[config.mk]
export PLATFORM = sky130hd
export DESIGN_NAME = player_answer_judge
export DESIGN_NICKNAME = d
export VERILOG_FILES = /design/src/rtl/hex_pkg.sv /design/src/rtl/sync2.sv /design/src/rtl/player_answer_judge.sv
export SDC_FILE = /design/constraint.sdc
export NUM_CORES = 1
export LEC_CHECK = 0
export BUFFER_PORTS_ARGS = -buffer_cell sky130_fd_sc_hd__buf_2
export CORE_MARGIN = 2
export CORE_UTILIZATION = 40
export DETAILED_ROUTE_END_ITERATION = 6
export MAX_ROUTING_LAYER = met4
export PLACE_DENSITY = 0.63
export SLEW_MARGIN = 20
export SYNTH_ARGS = -nofsm -noshare
export SYNTH_HDL_FRONTEND = slang
export SYNTH_SLANG_ARGS = --single-unit
[constraint.sdc]
create_clock -name clk -period 4.1 [get_ports clk]
set_clock_uncertainty 0.1 [all_clocks]
set_input_delay 0.41 -clock clk [delete_from_list [all_inputs] [get_ports clk]]
set_output_delay 0.41 -clock clk [all_outputs]
set_load 0.05 [all_outputs]
[src/rtl/hex_pkg.sv]
// Shared types and constants for the buzz-in answer judge.
// State encoding, player/score widths and the default display window length.
package hex_pkg;

    localparam int PLAYER_W            = 2;
    localparam int NUM_PLAYERS         = 4;
    localparam int SCORE_W             = 8;
    localparam int DATA_W              = 8;
    localparam int DEFAULT_LOCK_CYCLES = 50_000_000;

    typedef enum logic [1:0] {
        IDLE  = 2'd0,
        ARMED = 2'd1,
        JUDGE = 2'd2,
        SHOW  = 2'd3
    } judge_state_t;

    function automatic logic [NUM_PLAYERS-1:0] player_onehot(input logic [PLAYER_W-1:0] idx);
        return NUM_PLAYERS'(1) << idx;
    endfunction

endpackage

[src/rtl/sync2.sv]
// Two-flop synchronizer for a bundle of asynchronous inputs.
// Each bit is synchronized independently; callers rely on the source holding the bundle stable.
module sync2 #(
    parameter int WIDTH = 1
) (
    input  logic             clk,
    input  logic             reset,
    input  logic [WIDTH-1:0] d,
    output logic [WIDTH-1:0] q
);

    logic [WIDTH-1:0] meta_q;
    logic [WIDTH-1:0] sync_q;

    always_ff @(posedge clk or posedge reset) begin
        if (reset) begin
            meta_q <= '0;
            sync_q <= '0;
        end else begin
            meta_q <= d;
            sync_q <= meta_q;
        end
    end

    assign q = sync_q;

endmodule

[src/rtl/player_answer_judge.sv]
// Judges one buzz-in round: latches the first buzzing player and switch value, scores it
// against the CPU target, and lights that player's LED for a fixed display window.
module player_answer_judge
    import hex_pkg::*;
#(
    parameter int LOCK_CYCLES = DEFAULT_LOCK_CYCLES
) (
    input  logic                          clk,
    input  logic                          reset,
    input  logic                          start,
    input  logic [DATA_W-1:0]             target,
    input  logic                          playerInputFlag,
    input  logic [PLAYER_W-1:0]           firstPlayerFlag,
    input  logic [DATA_W-1:0]             switchInput,
    output logic                          busy,
    output logic                          done,
    output logic                          correct,
    output logic [PLAYER_W-1:0]           winner,
    output logic [DATA_W-1:0]             answer,
    output logic [NUM_PLAYERS*SCORE_W-1:0] scores,
    output logic [NUM_PLAYERS-1:0]        p_led
);

    localparam int SYNC_W = 1 + PLAYER_W + DATA_W;
    localparam int CNT_W  = (LOCK_CYCLES > 1) ? $clog2(LOCK_CYCLES) : 1;
    localparam logic [CNT_W-1:0] CNT_LOAD = CNT_W'(LOCK_CYCLES - 1);

    logic [SYNC_W-1:0]   sync_in;
    logic [SYNC_W-1:0]   sync_out;
    logic                flag_s;
    logic [PLAYER_W-1:0] player_s;
    logic [DATA_W-1:0]   switch_s;
    logic                buzz_edge;

    judge_state_t         state_q,     state_d;
    logic [DATA_W-1:0]    tgt_q,       tgt_d;
    logic [CNT_W-1:0]     cnt_q,       cnt_d;
    logic [PLAYER_W-1:0]  winner_q,    winner_d;
    logic [DATA_W-1:0]    answer_q,    answer_d;
    logic                 correct_q,   correct_d;
    logic                 done_q,      done_d;
    logic                 busy_q,      busy_d;
    logic [NUM_PLAYERS-1:0] p_led_q,   p_led_d;
    logic                 flag_prev_q, flag_prev_d;
    logic [SCORE_W-1:0]   score_q [NUM_PLAYERS];
    logic [SCORE_W-1:0]   score_d [NUM_PLAYERS];

    assign sync_in = {playerInputFlag, firstPlayerFlag, switchInput};

    sync2 #(
        .WIDTH(SYNC_W)
    ) u_sync (
        .clk  (clk),
        .reset(reset),
        .d    (sync_in),
        .q    (sync_out)
    );

    // Switches come from the same stage as the flag, so the capture matches the edge.
    assign flag_s    = sync_out[SYNC_W-1];
    assign player_s  = sync_out[DATA_W +: PLAYER_W];
    assign switch_s  = sync_out[DATA_W-1:0];
    assign buzz_edge = flag_s & ~flag_prev_q;

    always_comb begin
        state_d     = state_q;
        tgt_d       = tgt_q;
        cnt_d       = cnt_q;
        winner_d    = winner_q;
        answer_d    = answer_q;
        correct_d   = correct_q;
        flag_prev_d = flag_s;
        score_d     = score_q;

        case (state_q)
            IDLE: begin
                if (start) begin
                    state_d = ARMED;
                    tgt_d   = target;
                end
            end
            ARMED: begin
                if (buzz_edge) begin
                    state_d  = JUDGE;
                    winner_d = player_s;
                    answer_d = switch_s;
                end
            end
            JUDGE: begin
                correct_d = (answer_q == tgt_q);
                if ((answer_q == tgt_q) && (score_q[winner_q] != '1)) begin
                    score_d[winner_q] = score_q[winner_q] + SCORE_W'(1);
                end
                cnt_d   = CNT_LOAD;
                state_d = SHOW;
            end
            SHOW: begin
                if (cnt_q == '0) begin
                    state_d = IDLE;
                end else begin
                    cnt_d = cnt_q - CNT_W'(1);
                end
            end
            default: state_d = IDLE;
        endcase

        // Outputs are registered, so they are derived from the state being entered.
        busy_d  = (state_d != IDLE);
        done_d  = (state_d == SHOW) && (cnt_d == '0);
        p_led_d = (state_d == SHOW) ? player_onehot(winner_d) : '0;
    end

    always_ff @(posedge clk or posedge reset) begin
        if (reset) begin
            state_q     <= IDLE;
            tgt_q       <= '0;
            cnt_q       <= '0;
            winner_q    <= '0;
            answer_q    <= '0;
            correct_q   <= 1'b0;
            done_q      <= 1'b0;
            busy_q      <= 1'b0;
            p_led_q     <= '0;
            flag_prev_q <= 1'b0;
            for (int i = 0; i < NUM_PLAYERS; i++) begin
                score_q[i] <= '0;
            end
        end else begin
            state_q     <= state_d;
            tgt_q       <= tgt_d;
            cnt_q       <= cnt_d;
            winner_q    <= winner_d;
            answer_q    <= answer_d;
            correct_q   <= correct_d;
            done_q      <= done_d;
            busy_q      <= busy_d;
            p_led_q     <= p_led_d;
            flag_prev_q <= flag_prev_d;
            for (int i = 0; i < NUM_PLAYERS; i++) begin
                score_q[i] <= score_d[i];
            end
        end
    end

    for (genvar g = 0; g < NUM_PLAYERS; g++) begin : g_scores
        assign scores[g*SCORE_W +: SCORE_W] = score_q[g];
    end

    assign busy    = busy_q;
    assign done    = done_q;
    assign correct = correct_q;
    assign winner  = winner_q;
    assign answer  = answer_q;
    assign p_led   = p_led_q;

endmodule
==> results.md, run 1 <==
* Outcome: finished clean
* Post-detailed-route DRC marker count at 0
* Max-slew violation total from the final report at 0
* Total clock sinks at between 100 and 150
* Iteration-0 DRC count of the detailed router at 150
* Synth area leader: sky130_fd_sc_hd__dfrtp_1
* Number of buffers added on ports at 70
* Leading cell types by count after synthesis: sky130_fd_sc_hd__dfrtp_1 (108), sky130_fd_sc_hd__nand2_1 (53), sky130_fd_sc_hd__nor2_1 (27), sky130_fd_sc_hd__o21ai_1 (24), sky130_fd_sc_hd__xnor2_1 (22)
* Share of synthesized flip-flops with an asynchronous set or reset at 100%
* Buffers inserted during post-CTS setup optimization at 0
* Slowest cell on the critical path: sky130_fd_sc_hd__dfrtp_1
* Number of buffers added by the clock tree synthesis step at 9
* Routed via count at approximately 3300
* Placer congestion estimate at approximately 0.89
* Crit path arrival time at 3.45 ns
* Clock network latency to the later pin of the worst-skew pair at 0.35 ns
* Cts hold-fix bufs at 0
* Min Clock Period, post-route at 3.32 ns
* Core Box Area at 11600 sq um
* WL final at 10.0 mm
* Combinational family with the most area after synthesis: simple AND/OR/NAND/NOR gates
* Simple-gate portion of the synthesized area at roughly a fifth
* Design Area, Final at 5610 sq um
* Area growth from synthesis to layout at 17.1%
* Dominant register cell in the synthesized netlist: sky130_fd_sc_hd__dfrtp_1
* Per-cell routed wire length at between 15 and 20 um
* Pin count of the biggest net entering global routing at 87
* Post-synthesis instance total at 410
* Element type at the critical path start: register
* Post-synthesis compound-gate area fraction at 5.82%
* Summed negative setup slack over all endpoints at 0 ns
* Critical path class: reg2reg
* Inserted Diodes at 0
* Post-synthesis instance area at 4800 sq um
* Number of global-route vias before repair at around 3200
* TritonCTS clock tree: yes
* Class of the worst hold path: in2reg
* Overall power consumption at 3.44 mW
* Count of TritonRoute iterations in the first routing pass at 4
* Maximum single-stage delay on the critical path at 0.83 ns
* Number of antenna violations at the first check in global routing at 0
* Antenna-violating nets left at 0
* Clock-pin slew of the registers on the worst-case setup and hold paths at 0.07 ns
* Number of rows created at floorplan at 39
* Timing-limited maximum frequency at about 0.3 GHz
* IO Count at 71
* Critical hold path startpoint: switchInput[0]
* Total of endpoints with negative setup slack in the final report at 0
* Width of the die at 113 um
* Total of flip-flops plus latches after synthesis at roughly 110
* Max_cap viols at 0
* Parity-gate share of the synthesized area counting xor and xnor cells at 6.57%
* Final number of hold-violating endpoints at 0
* Die height at 113 um
* Overflow left after global routing at 0
* Areal power density over the cells at 612 nW/um^2
* CTS H-Tree Depth at 3
* Post-synthesis share of cell area spent on full adders, half adders and majority gates at 0.783%
* Crit path buf inv count at 0
* Setup repair after global routing missed its margin: no
* Buffer type at the clock tree root: sky130_fd_sc_hd__clkbuf_16
* Post_cts resized at 0
* Post-detailed-placement cell area at 5290 sq um
* Top area cells in the synthesized netlist: sky130_fd_sc_hd__dfrtp_1 (56%), sky130_fd_sc_hd__mux2_2 (4.2%), sky130_fd_sc_hd__nand2_1 (4.1%)
* Library cells used by synthesis at 49
* Biggest fanout along the worst timing path at 17
* Total leakage power at 2.50 nW
* Total Nets Final at 502
* Most used standard cell by instance count after synthesis: sky130_fd_sc_hd__dfrtp_1
* Count of flip-flops with a built-in enable after synthesis at 0
* Number of nets in the synthesized netlist at 435
* Buffers from clock root to sink, at most at 2
* Register area share after synthesis at 56.4%
* Launching instance or port of the critical path: winner[0]$_DFF_PP0_
* Post-route fraction of the period consumed by the critical path at 81.1%
* Synth warn at 0
* Effective utilization at floorplan at 41.5%
* CP cell instances: mux4_2, ha_1, and2_1, nand2_1, o21ai_1, or3b_1, mux2_1
* Ratio of cells with drive above 1 in the final layout at 27.0%
* Global-route wire length before repair at 16.8 mm
* Worst-Margin Slew at 0.749 ns
* Total Die Area at 12900 sq um
* All-layer global routing usage at 17.2%
* Maximum ir drop on the vdd rail at 0.610 mV
* Reg2reg start: winner[0]$_DFF_PP0_
* Fraction of synthesized cell area taken by the top area cell type at a little under three fifths
* Data required time at the worst endpoint at 4.23 ns
* Vias per cell at 5.29
* Worst relative slew slack at about 50%
* Share of synthesized area spent on multiplexers at about a tenth
* Gate family responsible for the most delay along the worst path: multiplexers
* Mapped Avg Cell Area at 11.7 sq um
* Kind of capture point of the worst setup path: register
* Detail Placement HPWL at 7.17 mm
kinds of logic after synthesis:
| kind of cell | Yosys count |
|---|---|
| flip-flops | 108 |
| AO/OA/AOI/OAI | 48 |
| multiplexers | 33 |
| AND/OR/NAND/NOR | 158 |
| adder cells (fa/ha/maj) | 3 |
| XOR/XNOR | 36 |
| buffers and inverters | 24 |
through the flow:
| step | util, % | setup slack (ns) | hold WS, ns | instances |
|---|---|---|---|---|
| final | 48.5 | 0.776 | 0.0646 | 624 |
| after global routing | 48.5 | 0.545 | 0.0501 | 624 |
| after CTS | 48.5 | 0.757 | 0.0559 | 624 |
| after detailed placement | 45.7 | 0.765 | 0.235 | 609 |
| after global placement | 45.7 | 0.805 | 0.233 | 609 |
| after floorplan | - | 0.658 | 0.231 | 410 |
path summary, 6_finish.rpt:
check / to / slack (ns) / cells past startpoint
worst max-delay path: scores[9]$_DFFE_PP0P_ / 0.78 / 7
worst min-delay path: u_sync.meta_q[0]$_DFF_PP0_ / 0.06 / 1
worst max register to register: scores[9]$_DFFE_PP0P_ / 0.78 / 7
worst min register to register: u_sync.q[3]$_DFF_PP0_ / 0.25 / 0
max in group asynchronous: u_sync.meta_q[5]$_DFF_PP0_ / 3.00 / 3
min in group asynchronous: scores[0]$_DFFE_PP0P_ / 0.11 / 2
state kept, by name (all words and copies together) (netlist names), 2 cells and up:
register	cells
u_sync.q	11
u_sync.meta_q	11
scores	32
tgt_q	8
state_q	2
p_led	4
winner	2
cnt_q	26
answer	8
layout make-up:
cell class              count  area, sq um
multi-input cells         278         2000
flip-flops and latches    108         2700
clock inverters             5         85.1
inverters                   6         27.5
well taps                 143          179
fillers                  1044         5950
repair buffers             74          380
clock buffers              10          239
where the power goes:
group          leakage [nW]  internal, mW  switching, mW  total (mW)
Sequential             1.33          1.26          0.254        1.51
Combinational          1.01         0.357          0.631       0.988
Clock                 0.160         0.553          0.383       0.936
Total                  2.50          2.17           1.27        3.44
cell usage in the layout (no fill, tap or decap), types with 3 or more instances in the layout:
cell type | synthesis | routed
sky130_fd_sc_hd__nor3_1 | 8 | 8
sky130_fd_sc_hd__buf_2 | 4 | 70
sky130_fd_sc_hd__mux2_2 | 18 | 18
sky130_fd_sc_hd__and2_1 | 4 | 4
sky130_fd_sc_hd__xor2_1 | 14 | 14
sky130_fd_sc_hd__and3_1 | 4 | 4
sky130_fd_sc_hd__nand4_1 | 7 | 7
sky130_fd_sc_hd__nand2_1 | 53 | 53
sky130_fd_sc_hd__inv_1 | 5 | 4
sky130_fd_sc_hd__nor4_1 | 8 | 8
sky130_fd_sc_hd__nor4_2 | 3 | 3
sky130_fd_sc_hd__nor4_4 | 3 | 3
sky130_fd_sc_hd__nor2_1 | 27 | 27
sky130_fd_sc_hd__or4_1 | 6 | 6
sky130_fd_sc_hd__or3_1 | 5 | 5
sky130_fd_sc_hd__mux2i_1 | 3 | 3
sky130_fd_sc_hd__ha_1 | 3 | 3
sky130_fd_sc_hd__nor3b_1 | 3 | 3
sky130_fd_sc_hd__dfrtp_1 | 108 | 108
sky130_fd_sc_hd__buf_4 | 1 | 4
sky130_fd_sc_hd__clkbuf_16 | 0 | 9
sky130_fd_sc_hd__o21ai_0 | 3 | 3
sky130_fd_sc_hd__mux4_2 | 8 | 8
sky130_fd_sc_hd__nand3_1 | 7 | 7
sky130_fd_sc_hd__mux2_1 | 4 | 4
sky130_fd_sc_hd__xnor2_1 | 22 | 22
sky130_fd_sc_hd__o21ai_1 | 24 | 24
sky130_fd_sc_hd__a21oi_1 | 11 | 11
metal layers:
layer	wire length (um)	track usage (%)	part of all wire (%)
met3	397	3.03	4.0
met1	4810	24.4	48
met5	0	-	0
met2	4640	24.8	46
met4	153	6.59	1.5
worst reg2reg max path, stage by stage (launching register included):
cell,delay (ns)
sky130_fd_sc_hd__dfrtp_1,0.83
sky130_fd_sc_hd__mux4_2,0.67
sky130_fd_sc_hd__ha_1,0.25
sky130_fd_sc_hd__and2_1,0.17
sky130_fd_sc_hd__nand2_1,0.07
sky130_fd_sc_hd__o21ai_1,0.10
sky130_fd_sc_hd__or3b_1,0.62
sky130_fd_sc_hd__mux2_1,0.40
Note: power is estimated with default switching activity, not from simulation.
==> inputs of run 2 (changes only) <==
--- a/config.mk
+++ b/config.mk
@@ -10,7 +10,7 @@
 export CORE_UTILIZATION = 40
 export DETAILED_ROUTE_END_ITERATION = 6
 export MAX_ROUTING_LAYER = met4
-export PLACE_DENSITY = 0.63
+export PLACE_DENSITY = 0.66
 export SLEW_MARGIN = 20
 export SYNTH_ARGS = -nofsm -noshare
 export SYNTH_HDL_FRONTEND = slang
==> constraint.sdc (replaced) <==
create_clock -name clk -period 2.7 [get_ports clk]
set_clock_uncertainty 0.1 [all_clocks]
set_input_delay 0.27 -clock clk [delete_from_list [all_inputs] [get_ports clk]]
set_output_delay 0.27 -clock clk [all_outputs]
set_load 0.05 [all_outputs]
==> run 2 against run 1 <==
Sequential share of layout area shrank 4.0 points. Largest cell class unchanged. Register-to-register slack lost 0.62 ns. Non-clock buffer count grew 47. Via count grew 7.3%.
==> results.md, run 2 (same netlist as run 1, synthesis figures left out) <==
* Outcome: finished clean
* Detail Placement HPWL at 8.03 mm (+12%)
* Data required time at the worst endpoint at 2.81 ns (-1.42 ns)
* Hold Path Stages at 2 (+1)
* Per-cell routed wire length at 16.4 um (+2.4%)
* Routed via count at 3539 (+7.3%)
* Total leakage power at 2.75 nW (+10%)
* Worst relative slew slack at 63.8% (+14 points)
* Critical path class: reg2reg
* Width of the die at 113 um (unchanged)
* Post-detailed-placement cell area at 5540 sq um (+4.8%)
* Number of buffers added on ports at 70 (unchanged)
* Buffer type at the clock tree root: sky130_fd_sc_hd__clkbuf_16
* Die height at 113 um (unchanged)
* Vias per cell at 5.27 (-0.39%)
* Timing-limited maximum frequency at 0.394 GHz (+31%)
* Max FFs per register at 32 (unchanged)
* Number of global-route vias before repair at 3621 (+13%)
* All-layer global routing usage at 18.4% (+1.3 points)
* CTS H-Tree Depth at 3 (unchanged)
* Overall power consumption at 5.61 mW (+63%)
* Footprint of the flip-flops and latches at 2710 sq um (+0.23%)
* Setup repair after global routing missed its margin: yes
* Count of TritonRoute iterations in the first routing pass at 4 (unchanged)
* Number of rows created at floorplan at 39 (unchanged)
* Area of combinational cells with multiple inputs at 2080 sq um (+4.2%)
* Summed negative setup slack over all endpoints at 0 ns (unchanged)
* R2R depth at 10 (+3)
* Total clock sinks at 108 (unchanged)
* Placer congestion estimate at 0.911 (+2.8%)
* Number of antenna violations at the first check in global routing at 0 (unchanged)
* Max_cap viols at 0 (unchanged)
* WL final at 11.0 mm (+10%)
* Kind of capture point of the worst setup path: register
* Design Area, Final at 6140 sq um (+9.4%)
* Area growth from synthesis to layout at 28.1%
* Buffers from clock root to sink, at most at 2 (unchanged)
* Total Nets Final at 549 (+9.4%)
* Total Die Area at 12900 sq um (unchanged)
* Post-detailed-route DRC marker count at 0 (unchanged)
* Worst-Margin Slew at 0.542 ns (-0.208 ns)
* Number of buffers added by the clock tree synthesis step at 9 (unchanged)
* Core Box Area at 11600 sq um (unchanged)
* TritonCTS clock tree: yes
* IO Count at 71 (unchanged)
* Areal power density over the cells at 913 nW/um^2 (+49%)
* Maximum ir drop on the vdd rail at 0.727 mV (+19%)
* Class of the worst hold path: in2reg
* Commonest non-fill, non-tap cells in the layout: sky130_fd_sc_hd__dfrtp_1 (105), sky130_fd_sc_hd__buf_2 (70), sky130_fd_sc_hd__nand2_1 (52)
* Total of endpoints with negative setup slack in the final report at 0 (unchanged)
* Min Clock Period, post-route at 2.54 ns (-0.783 ns)
* Core utilization of the finished layout at 53.1% (+4.6 points)
* Crit path arrival time at 2.65 ns (-0.80 ns)
* Worst setup slack for register-to-register paths at 0.16 ns (-0.62 ns)
* Inserted Diodes at 0 (unchanged)
* Ratio of cells with drive above 1 in the final layout at 34.8% (+7.8 points)
* Max-slew violation total from the final report at 0 (unchanged)
* Overflow left after global routing at 0 (unchanged)
* Clock-pin slew of the registers on the worst-case setup and hold paths at 0.07 ns (about the same)
* Antenna-violating nets left at 0 (unchanged)
* Element type at the critical path start: register
* Clock network latency to the later pin of the worst-skew pair at 0.34 ns (about the same)
* Effective utilization at floorplan at 41.5% (unchanged)
* Filler Cells Inserted at 976 (-6.5%)
* Global-route wire length before repair at 18.3 mm (+9.0%)
* Pin count of the biggest net entering global routing at 34 (-61%)
* Final number of hold-violating endpoints at 0 (unchanged)
* Most common cell after layout, fill and taps aside: sky130_fd_sc_hd__dfrtp_1
* Biggest fanout along the worst timing path at 10 (-7)
* Post-route fraction of the period consumed by the critical path at 94.1% (+13 points)
* Iteration-0 DRC count of the detailed router at 196 (+31%)
## run 2: final timing paths
kind	from	endpoint
min in group asynchronous	reset	scores[29]$_DFFE_PP0P_
hold / removal	target[3]	tgt_q[3]$_DFFE_PP0P_
max in group asynchronous	reset	answer[1]$_DFFE_PP0P_
setup reg to reg	winner[0]$_DFF_PP0_	scores[13]$_DFFE_PP0P_
hold reg to reg	u_sync.meta_q[2]$_DFF_PP0_	u_sync.q[2]$_DFF_PP0_
setup / recovery	winner[0]$_DFF_PP0_	scores[13]$_DFFE_PP0P_
## run 2: cell type report
cell class                      count  area share [%]
Timing Repair Buffer              121            12.8
Tap cell                          143            2.91
Sequential cell                   108            44.1
Inverter                            6           0.428
Multi-Input combinational cell    278            33.9
Clock inverter                      6            1.89
Clock buffer                       10            3.89
## run 2: metrics by stage
step / hold slack [ns] / std cells / setup slack, ns
final: 0.0633 / 672 / 0.159
after global routing: 0.0535 / 672 / -0.0196
after CTS: 0.0541 / 665 / 0.0201
after detailed placement: 0.235 / 637 / -0.0546
after global placement: 0.231 / 637 / -0.0107
after floorplan: 0.201 / 410 / -0.209
## run 2: worst max-delay path: stages, from the launching register on
cell and delay [ns]:
sky130_fd_sc_hd__dfrtp_4 0.49, sky130_fd_sc_hd__buf_12 0.14, sky130_fd_sc_hd__mux4_2 0.46, sky130_fd_sc_hd__ha_4 0.19, sky130_fd_sc_hd__and2_4 0.14, sky130_fd_sc_hd__nand2_2 0.05
sky130_fd_sc_hd__o21ai_2 0.09, sky130_fd_sc_hd__or3b_4 0.44, sky130_fd_sc_hd__buf_4 0.18, sky130_fd_sc_hd__nand2_1 0.06, sky130_fd_sc_hd__o21ai_1 0.06
## run 2: metal layers
metal | track usage (%) | vias to the layer above | routed length, um
li1 | - | 1672 | -
met4 | 4.63 | 0 | 114
met3 | 3.45 | 11 | 467
met2 | 28.1 | 83 | 5410
met1 | 25.8 | 1773 | 5050
met5 | - | - | 0
## run 2: where the power goes
group / switching, mW / internal (mW)
sequential: 0.326 / 1.92
clock: 0.604 / 0.943
combinational: 1.10 / 0.720
total: 2.03 / 3.58
## run 2: timing repair
item / 4_1_cts / 5_1_grt
gates resized for setup: 1 / 12
endpoints found under the hold margin: 32 / 0
hold buffers: 12 / 0
setup buffers: 0 / 7
pin swaps: 0 / 3
endpoints found under the setup margin: 1 / 14
==> inputs of run 3 (changes only) <==
--- a/config.mk
+++ b/config.mk
@@ -5,12 +5,12 @@
 export SDC_FILE = /design/constraint.sdc
 export NUM_CORES = 1
 export LEC_CHECK = 0
-export BUFFER_PORTS_ARGS = -buffer_cell sky130_fd_sc_hd__buf_2
 export CORE_MARGIN = 2
 export CORE_UTILIZATION = 40
 export DETAILED_ROUTE_END_ITERATION = 6
+export DONT_BUFFER_PORTS = 1
 export MAX_ROUTING_LAYER = met4
-export PLACE_DENSITY = 0.66
+export PLACE_DENSITY = 0.6
 export SLEW_MARGIN = 20
 export SYNTH_ARGS = -nofsm -noshare
 export SYNTH_HDL_FRONTEND = slang
==> run 3 against run 2 <==
Cell count fell by 2.5%. Power is 2.2% lower. First-iteration DRC count down 17%. Largest cell class unchanged.
==> results.md, run 3 (same netlist as run 1, synthesis figures left out) <==
* Detail Placement HPWL at 8.10 mm (+0.78%)
* Crit path arrival time at 2.79 ns (+0.14 ns)
* Worst setup slack for register-to-register paths at 0.05 ns (-0.11 ns)
* Total clock sinks at 108 (unchanged)
* Inserted Diodes at 0 (unchanged)
* Max-slew violation total from the final report at 0 (unchanged)
* Count of TritonRoute iterations in the first routing pass at 4 (unchanged)
* Max_cap viols at 0 (unchanged)
* Buffer type at the clock tree root: sky130_fd_sc_hd__clkbuf_16
* Summed negative setup slack over all endpoints at 0 ns (unchanged)
* CTS H-Tree Depth at 3 (unchanged)
* Outcome: finished clean
* Worst-Margin Slew at 0.557 ns (+0.0152 ns)
* Iteration-0 DRC count of the detailed router at 163 (-17%)
* Buffers from clock root to sink, at most at 2 (unchanged)
* Setup repair after global routing missed its margin: yes
* Final number of hold-violating endpoints at 0 (unchanged)
* Reg2Reg Capture Point: done$_DFF_PP0_
* Worst Hold Endpoint: state_q[0]$_DFF_PP0_
* Worst relative slew slack at 62.9% (-0.94 points)
* Crit path top cell by count: sky130_fd_sc_hd__nor4_4
* Number of rows created at floorplan at 39 (unchanged)
* Area growth from synthesis to layout at 29.0%
* Pin count of the biggest net entering global routing at 109 (+220%)
* Per-cell routed wire length at 17.0 um (+3.2%)
* Core Box Area at 11600 sq um (unchanged)
* Data required time at the worst endpoint at 2.84 ns (+0.03 ns)
* CP cell instances: nor4_4, buf_4, nand4_1, or3_1, a21oi_1, o41ai_1, nand4bb_1, nor4_4
* Maximum single-stage delay on the critical path at 0.45 ns (-0.04 ns)
* Clock-pin slew of the registers on the worst-case setup and hold paths at 0.07 ns (about the same)
* Post-route fraction of the period consumed by the critical path at 98.3% (+4.2 points)
* Effective utilization at floorplan at 41.5% (unchanged)
* Number of antenna violations at the first check in global routing at 0 (unchanged)
* All-layer global routing usage at 19.1% (+0.71 points)
* Critical hold path startpoint: start
* Slowest cell on the critical path: sky130_fd_sc_hd__dfrtp_1
* Element type at the critical path start: register
* Kind of capture point of the worst setup path: register
* Total Die Area at 12900 sq um (unchanged)
* Hold Path Stages at 2 (unchanged)
* Min Clock Period, post-route at 2.65 ns (+0.113 ns)
* Vias per cell at 5.27 (+0.16%)
* Reg2reg start: cnt_q[2]$_DFF_PP0_
* Ratio of cells with drive above 1 in the final layout at 30.7% (-4.1 points)
* Critical path class: reg2reg
* Total of endpoints with negative setup slack in the final report at 0 (unchanged)
* Areal power density over the cells at 887 nW/um^2 (-2.9%)
* Width of the die at 113 um (unchanged)
* R2R depth at 8 (-2)
* Max FFs per register at 32 (unchanged)
* Timing-limited maximum frequency at 0.377 GHz (-4.3%)
* Commonest non-fill, non-tap cells in the layout: sky130_fd_sc_hd__dfrtp_1 (104), sky130_fd_sc_hd__buf_4 (83), sky130_fd_sc_hd__nand2_1 (52)
* Clock network latency to the later pin of the worst-skew pair at 0.34 ns (about the same)
* Die height at 113 um (unchanged)
* Placer congestion estimate at 0.917 (+0.67%)
* Biggest fanout along the worst timing path at 6 (-4)
* Maximum ir drop on the vdd rail at 0.517 mV (-29%)
* Number of buffers added by the clock tree synthesis step at 9 (unchanged)
* Post-route insts no fill at 655 (-2.5%)
* Class of the worst hold path: in2reg
* Global-route wire length before repair at 18.8 mm (+2.9%)
* Total Nets Final at 532 (-3.1%)
* Pre-CTS worst setup slack at -0.103 ns (-0.0481 ns)
* TritonCTS clock tree: yes
* IO Count at 71 (unchanged)
* Antenna-violating nets left at 0 (unchanged)
* Post-detailed-route DRC marker count at 0 (unchanged)
* Number of buffers added on ports at 0 (-100%)
* Min setup slack post-route at 0.0461 ns (-0.113 ns)
* Core utilization of the finished layout at 53.5% (+0.38 points)
* Number of global-route vias before repair at 3645 (+0.66%)
* Routed via count at 3455 (-2.4%)
* Most common cell after layout, fill and taps aside: sky130_fd_sc_hd__dfrtp_1
* Placed Instances at 615 (-3.5%)
* WL final at 11.1 mm (+0.62%)
* Overflow left after global routing at 0 (unchanged)
* Total leakage power at 2.68 nW (-2.5%)
## run 3: cell count changes in the layout (fill, tap and decap cells not counted), moves of 2 or more
cell	delta
sky130_fd_sc_hd__inv_6	-2
sky130_fd_sc_hd__nor4_2	-2
sky130_fd_sc_hd__or3b_4	-2
sky130_fd_sc_hd__or3b_1	+2
sky130_fd_sc_hd__nor4_4	+3
sky130_fd_sc_hd__dlygate4sd3_1	+8
sky130_fd_sc_hd__buf_4	+47
sky130_fd_sc_hd__buf_2	-70
## run 3: worst max path at each step
stage	start	endpoint	slack [ns]	cells past startpoint
5_1_grt	cnt_q[11]$_DFF_PP0_	done$_DFF_PP0_	-0.07	9
2_1_floorplan	winner[0]$_DFF_PP0_	scores[17]$_DFFE_PP0P_	-0.21	10
6_report	cnt_q[2]$_DFF_PP0_	done$_DFF_PP0_	0.05	8
3_3_place_gp	cnt_q[2]$_DFF_PP0_	done$_DFF_PP0_	-0.02	7
3_5_place_dp	cnt_q[2]$_DFF_PP0_	done$_DFF_PP0_	-0.10	7
4_1_cts	cnt_q[8]$_DFF_PP0_	done$_DFF_PP0_	0.03	8
## run 3: through the flow
step           hold WS, ns  total power, mW  area, sq um
6_report            0.0740             5.49         6190
3_3_place_gp         0.201             3.99         5550
5_1_grt             0.0613             5.78         6190
2_1_floorplan        0.201             3.48         4890
3_5_place_dp         0.201             4.02         5550
4_1_cts             0.0657             5.51         6130
## run 3: power breakdown
group          internal, mW  switching [mW]
Sequential             1.92           0.441
Clock                 0.847           0.591
Combinational         0.725           0.964
Total                  3.49            2.00
## run 3: worst max-delay path, delay by kind of cell (launching register included)
family          cells  cell delay, ns
buf+inv             1            0.18
flops               1            0.45
simple gates        5            1.56
compound gates      2            0.27
## run 3: metal layers
metal	up-vias	routed length, um	GRT usage, %
met4	0	128	5.61
li1	1653	-	-
met1	1706	5080	26.1
met5	-	0	-
met3	13	598	4.73
met2	83	5300	28.7
## run 3: final cells by class
type / instances / area, sq um
well taps: 143 / 179
multi-input cells: 278 / 2100
fillers: 979 / 5380
clock buffers: 10 / 239
inverters: 6 / 26.3
flip-flops and latches: 108 / 2710
clock inverters: 6 / 92.6
repair buffers: 104 / 843
## run 3: timing repair
item	CTS	global route
hold endpoints to repair	127	0
setup endpoints to repair	1	16
cloned	0	0
gates resized for setup	7	6
buffers inserted	1	3
hold buffers	20	0
pin swaps	1	3
